<file path="src/rtl/param_acc_alu.sv">
`default_nettype none
// ============================================================================
//  Module   : param_acc_alu
//  Brief    : Parametrised accumulator ALU with an OFF/READY/RUN/ERROR
//             controller, multi-cycle shift-add multiplier and sticky
//             overflow error flag.
//  Revision : 1.0 - initial release
// ============================================================================
module param_acc_alu #(
   parameter int WIDTH  = 8,
   parameter int SAT_EN = 0
) (
   input  logic             clk,
   input  logic             rst,
   input  logic             en,
   input  logic             start,
   input  logic [1:0]       in_sel,
   input  logic [2:0]       op,
   input  logic [WIDTH-1:0] num1,
   input  logic [WIDTH-1:0] num2,
   input  logic             clr_err,
   output logic [WIDTH-1:0] result,
   output logic             busy,
   output logic             done,
   output logic             ovf,
   output logic             error,
   output logic [1:0]       state
);

   // Operation encodings
   localparam logic [2:0] OP_AND  = 3'd0;
   localparam logic [2:0] OP_OR   = 3'd1;
   localparam logic [2:0] OP_NOT  = 3'd2;
   localparam logic [2:0] OP_XOR  = 3'd3;
   localparam logic [2:0] OP_ADD  = 3'd4;
   localparam logic [2:0] OP_SUB  = 3'd5;
   localparam logic [2:0] OP_MUL  = 3'd6;
   localparam logic [2:0] OP_PASS = 3'd7;

   // Accumulator source selection at accept
   localparam logic [1:0] SEL_LOAD  = 2'b01;
   localparam logic [1:0] SEL_CLEAR = 2'b10;

   // Multiplier step counter width (one step per multiplier bit)
   localparam int CW = $clog2(WIDTH);
   localparam logic [CW-1:0] LAST_STEP = CW'(WIDTH - 1);

   typedef enum logic [1:0] {
      ST_OFF   = 2'b00,
      ST_READY = 2'b01,
      ST_RUN   = 2'b10,
      ST_ERROR = 2'b11
   } state_t;

   state_t cur_state;
   state_t nxt_state;

   logic [WIDTH-1:0]   acc;
   logic [WIDTH-1:0]   opnd;
   logic [2:0]         op_lat;
   logic [CW-1:0]      cnt;
   logic [2*WIDTH-1:0] prod;

   logic               accept;
   logic               finish;
   logic [2*WIDTH-1:0] part;
   logic [2*WIDTH-1:0] prod_sum;
   logic [WIDTH:0]     add_full;
   logic [WIDTH-1:0]   alu_val;
   logic               alu_ovf;

   // New operation is taken only when powered, idle and requested
   assign accept = (cur_state == ST_READY) && en && start;

   // Single-cycle ops finish on the first RUN edge; MUL after WIDTH steps
   assign finish = (cur_state == ST_RUN) &&
                   ((op_lat != OP_MUL) || (cnt == LAST_STEP));

   // Shift-add partial product for the current multiplier bit
   always_comb begin
      part     = '0;
      if (opnd[cnt]) begin
         part = {{WIDTH{1'b0}}, acc} << cnt;
      end
      prod_sum = prod + part;
      add_full = {1'b0, acc} + {1'b0, opnd};
   end

   // Write-back value and overflow for the latched operation
   always_comb begin
      alu_val = acc;
      alu_ovf = 1'b0;
      case (op_lat)
         OP_AND:  alu_val = acc & opnd;
         OP_OR:   alu_val = acc | opnd;
         OP_NOT:  alu_val = ~acc;
         OP_XOR:  alu_val = acc ^ opnd;
         OP_ADD: begin
            alu_ovf = add_full[WIDTH];
            alu_val = add_full[WIDTH-1:0];
            if ((SAT_EN != 0) && alu_ovf) begin
               alu_val = {WIDTH{1'b1}};
            end
         end
         OP_SUB: begin
            alu_ovf = (acc < opnd);
            alu_val = acc - opnd;
            if ((SAT_EN != 0) && alu_ovf) begin
               alu_val = '0;
            end
         end
         OP_MUL: begin
            alu_ovf = |prod_sum[2*WIDTH-1:WIDTH];
            alu_val = prod_sum[WIDTH-1:0];
            if ((SAT_EN != 0) && alu_ovf) begin
               alu_val = {WIDTH{1'b1}};
            end
         end
         OP_PASS: alu_val = acc;
         default: alu_val = acc;
      endcase
   end

   // Controller state register
   always_ff @(posedge clk or posedge rst) begin
      if (rst) begin
         cur_state <= ST_OFF;
      end else begin
         cur_state <= nxt_state;
      end
   end

   // Controller next-state; en/start are only looked at in OFF/READY
   always_comb begin
      nxt_state = cur_state;
      case (cur_state)
         ST_OFF: begin
            if (en) nxt_state = ST_READY;
         end
         ST_READY: begin
            if (!en)        nxt_state = ST_OFF;
            else if (start) nxt_state = ST_RUN;
         end
         ST_RUN: begin
            if (finish) nxt_state = alu_ovf ? ST_ERROR : ST_READY;
         end
         ST_ERROR: begin
            if (clr_err) nxt_state = ST_READY;
         end
         default: nxt_state = ST_OFF;
      endcase
   end

   // Datapath: operand capture, multiplier stepping, write-back and flags
   always_ff @(posedge clk or posedge rst) begin
      if (rst) begin
         acc    <= '0;
         opnd   <= '0;
         op_lat <= OP_AND;
         cnt    <= '0;
         prod   <= '0;
         done   <= 1'b0;
         ovf    <= 1'b0;
         error  <= 1'b0;
      end else begin
         done <= 1'b0;
         if (accept) begin
            opnd   <= num2;
            op_lat <= op;
            cnt    <= '0;
            prod   <= '0;
            if (in_sel == SEL_LOAD) begin
               acc <= num1;
            end else if (in_sel == SEL_CLEAR) begin
               acc <= '0;
            end
         end
         if (cur_state == ST_RUN) begin
            if (finish) begin
               acc  <= alu_val;
               done <= 1'b1;
               ovf  <= alu_ovf;
               if (alu_ovf) error <= 1'b1;
            end else begin
               prod <= prod_sum;
               cnt  <= cnt + CW'(1);
            end
         end
         if ((cur_state == ST_ERROR) && clr_err) begin
            error <= 1'b0;
         end
      end
   end

   assign result = acc;
   assign busy   = (cur_state == ST_RUN);
   assign state  = cur_state;

endmodule
`default_nettype wire

</file>
<file path="config.mk">
export PLATFORM = sky130hd
export DESIGN_NAME = param_acc_alu
export DESIGN_NICKNAME = d
export VERILOG_FILES = /design/src/rtl/param_acc_alu.sv
export SDC_FILE = /design/constraint.sdc
export NUM_CORES = 1
export LEC_CHECK = 0
export BUFFER_PORTS_ARGS = -buffer_cell sky130_fd_sc_hd__clkbuf_2
export CAP_MARGIN = 20
export CORE_ASPECT_RATIO = 1.75
export CORE_MARGIN = 8
export CORE_UTILIZATION = 40
export CTS_CLUSTER_SIZE = 16
export DETAILED_ROUTE_END_ITERATION = 10
export PLACE_DENSITY = 0.58
export SYNTH_ARGS = -nofsm -noshare
export SYNTH_HDL_FRONTEND = slang
export SYNTH_SLANG_ARGS = --single-unit
</file>
<file path="constraint.sdc">
create_clock -name clk -period 5.35 [get_ports clk]
set_clock_uncertainty 0.15 [all_clocks]
set_input_delay 0.8025 -clock clk [delete_from_list [all_inputs] [get_ports clk]]
set_output_delay 0.8025 -clock clk [all_outputs]
set_load 0.02 [all_outputs]
</file>
==> results.ini <==
[drt]
drtIter0Drc = 204
routed_wl_um = 12700
first_pass_iters = 4
via_per_inst = 5.82
wl_per_cell_um = 18.4
ant_nets = 0
route.detailed.drc = 0
vias = 4024

[cells_and_area]
instances_no_fill = 691
drive_gt1_share_pct = 15.2
area_growth_pct = 11.3
nets = 635
n_antenna_cell = 0

[worst_setup_path]
crit_type = reg -> reg
end_kind = flip-flop
worstSetupStartpoint = cnt[0]
cp_num_buf_inv = 0
r2r_cells = 13
worstPathArrival_ns = 4.54
max_stage_delay_ns = 0.56
cp_max_fo = 8
worst_path_max_delay_cell = mux4_2
crit_required_ns = 5.38
reg2reg_slack_ns = 0.84
cp_top_family = compound AO/OA/AOI/OAI gates
worstPathCellList = mux4_2 -> nand2_1 -> and2_1 -> nor2_1 -> ha_1 -> a21o_1 -> a221oi_4 -> nor3_2 -> o41ai_2 -> nand3_1 -> or4_1 -> o41a_1 -> a41o_1
crit_end = state[1]
cp-start-kind = flip-flop
reg2reg_to = state[1]
path_depth = 13
rr_startpoint = cnt[0]

[timing]
min_period_ns = 4.51
rsz0062_at_grt = no
slew_violations = 0
tns_ns = 0
tightestPinTransition_ns = 0.967
setup_viol = 0
maxSlewHeadroom_pct = 35.4
fmax_ghz = 0.222
hold_viol = 0
period_share_pct = 84.3

[cts]
cts_buffers = 5
cts_root_buf = clkbuf_16
clock_latency_ns = 0.29
path_clk_slew_ns = 0.07
hold_buffers = 0
htree_levels = 2
cts_max_path_buffers = 2
cts_setup_buffers = 0
ctsResizeCount = 0
cts_sinks = 43
cts_tree = built

[global_route]
antenna_found_initial = 0
use_met2_pct = 34.2
grt_max_degree = 48
gr-total-overflow = 0
grt_pass1_wl_um = 20700
grt_use_total_pct = 18.1
grt_pass1_vias = 4089
grtUsageMet3_pct = 2.06
met1_usage_pct = 18.0
grt-busiest-layer = met2

[min_path]
hp-class = in -> async

[die]
initial_core_util_pct = 40.7
rows = 50
dieArea_um2 = 14500
num_io_pins = 40
die_h_um = 153
dieWidth_um = 94.4
core-area_um2 = 10600

[logic_synthesis]
synth_warnings = 0
ys.flop_type = dfrtp_1
synth_edf_count = 0
synth_seq_cells = 43
syn_area_um2 = 4310
synth_fp_nets = 609
synth_common_cells = 55 x nand2_1, 54 x o21ai_0, 46 x ha_1
synth.area.top_cells = dfrtp_1 25%, ha_1 13%, o21ai_0 6.3%, nand2_1 4.8%, a21oi_1 4.6%
post-synth-top-count-cell = nand2_1
seq_area_frac_synth_pct = 25.0
syn_inst = 534
yosys.cell_types.count = 65
syn_area_per_cell_um2 = 8.06
synth.top_cell.area_share_pct = 25.0
synth_area_leader_cell = dfrtp_1
async_flop_share_pct = 100

[power_and_ir_drop]
power_leakage_nw = 2.25
p_total_mw = 2.61
powerDensity_nw_per_um2 = 545
ir_worst_vdd_uv = 238

[job]
maxCapViolations = 0

[placement]
place.detailed.hpwl_um = 10200
gp_congestion = 0.855
dp.cells = 682
port_buffers = 39

[run_status]
status = complete, no violations

final cells by class:
cell class,count,area (um^2)
Multi-Input combinational cell,425,2980
Sequential cell,43,1080
Clock buffer,7,153
Tap cell,130,163
Clock inverter,1,7.51
Inverter,37,139
Fill cell,1065,5780
Timing Repair Buffer,48,275
layout by cell type (no fill, tap or decap), types with 5 or more instances in the layout:
| cell | Yosys | final |
|---|---|---|
| nor3_1 | 13 | 13 |
| o21ai_0 | 54 | 54 |
| xnor2_1 | 13 | 13 |
| a21oi_1 | 40 | 40 |
| o31ai_1 | 5 | 5 |
| nor2_1 | 40 | 40 |
| buf_4 | 0 | 8 |
| dfrtp_1 | 43 | 43 |
| mux2i_1 | 9 | 9 |
| clkbuf_2 | 0 | 39 |
| nand2b_1 | 5 | 5 |
| nand2_1 | 55 | 55 |
| ha_1 | 46 | 46 |
| mux2_2 | 14 | 14 |
| a31oi_1 | 7 | 7 |
| inv_1 | 36 | 35 |
| nor2b_1 | 12 | 12 |
| a21o_1 | 9 | 9 |
| clkbuf_16 | 0 | 5 |
| a22oi_1 | 5 | 5 |
| nand3_1 | 17 | 17 |
layer usage:
layer,wire length [um],vias to the layer above
met4,507,0
met5,0,-
met3,332,29
met1,4720,1948
met2,7190,77
li1,-,1970
per-stage QoR:
stage               cell area, um^2  setup slack [ns]  hold WS [ns]  util (%)
floorplan                      4310             0.935         0.324         -
global placement               4610             0.918         0.328      43.6
detailed placement             4610             0.816         0.340      43.6
CTS                            4770             0.816         0.355      45.1
global route                   4790             0.620         0.219      45.3
finish                         4790             0.841         0.212      45.3
registers in the layout, summed over array words and instances (netlist names):
signal / cells
done: 1
result: 8
error: 1
opnd: 8
ovf: 1
state: 2
prod: 16
op_lat: 3
cnt: 3
logic make-up (layout without fill, tap and decap cells):
| family | after synthesis | after routing | share of synthesized area (%) |
|---|---|---|---|
| flops | 43 | 43 | 25.0 |
| xor+xnor | 16 | 16 | 3.25 |
| fa+ha+maj | 49 | 49 | 14.8 |
| compound gates | 169 | 169 | 25.5 |
| simple gates | 164 | 164 | 17.8 |
| mux | 27 | 27 | 7.84 |
| buf+inv | 66 | 93 | 5.81 |
worst min path at each step:
stage / to
after floorplan: prod[7]
after global placement: ovf
after detailed placement: ovf
after CTS: ovf
after global routing: opnd[7]
final: op_lat[0]
where the power goes:
group,total (mW),internal [mW],switching (mW)
Clock,0.330,0.199,0.131
Combinational,1.70,0.687,1.01
Sequential,0.585,0.417,0.169
No activity file was read; power rests on OpenSTA's default activity.
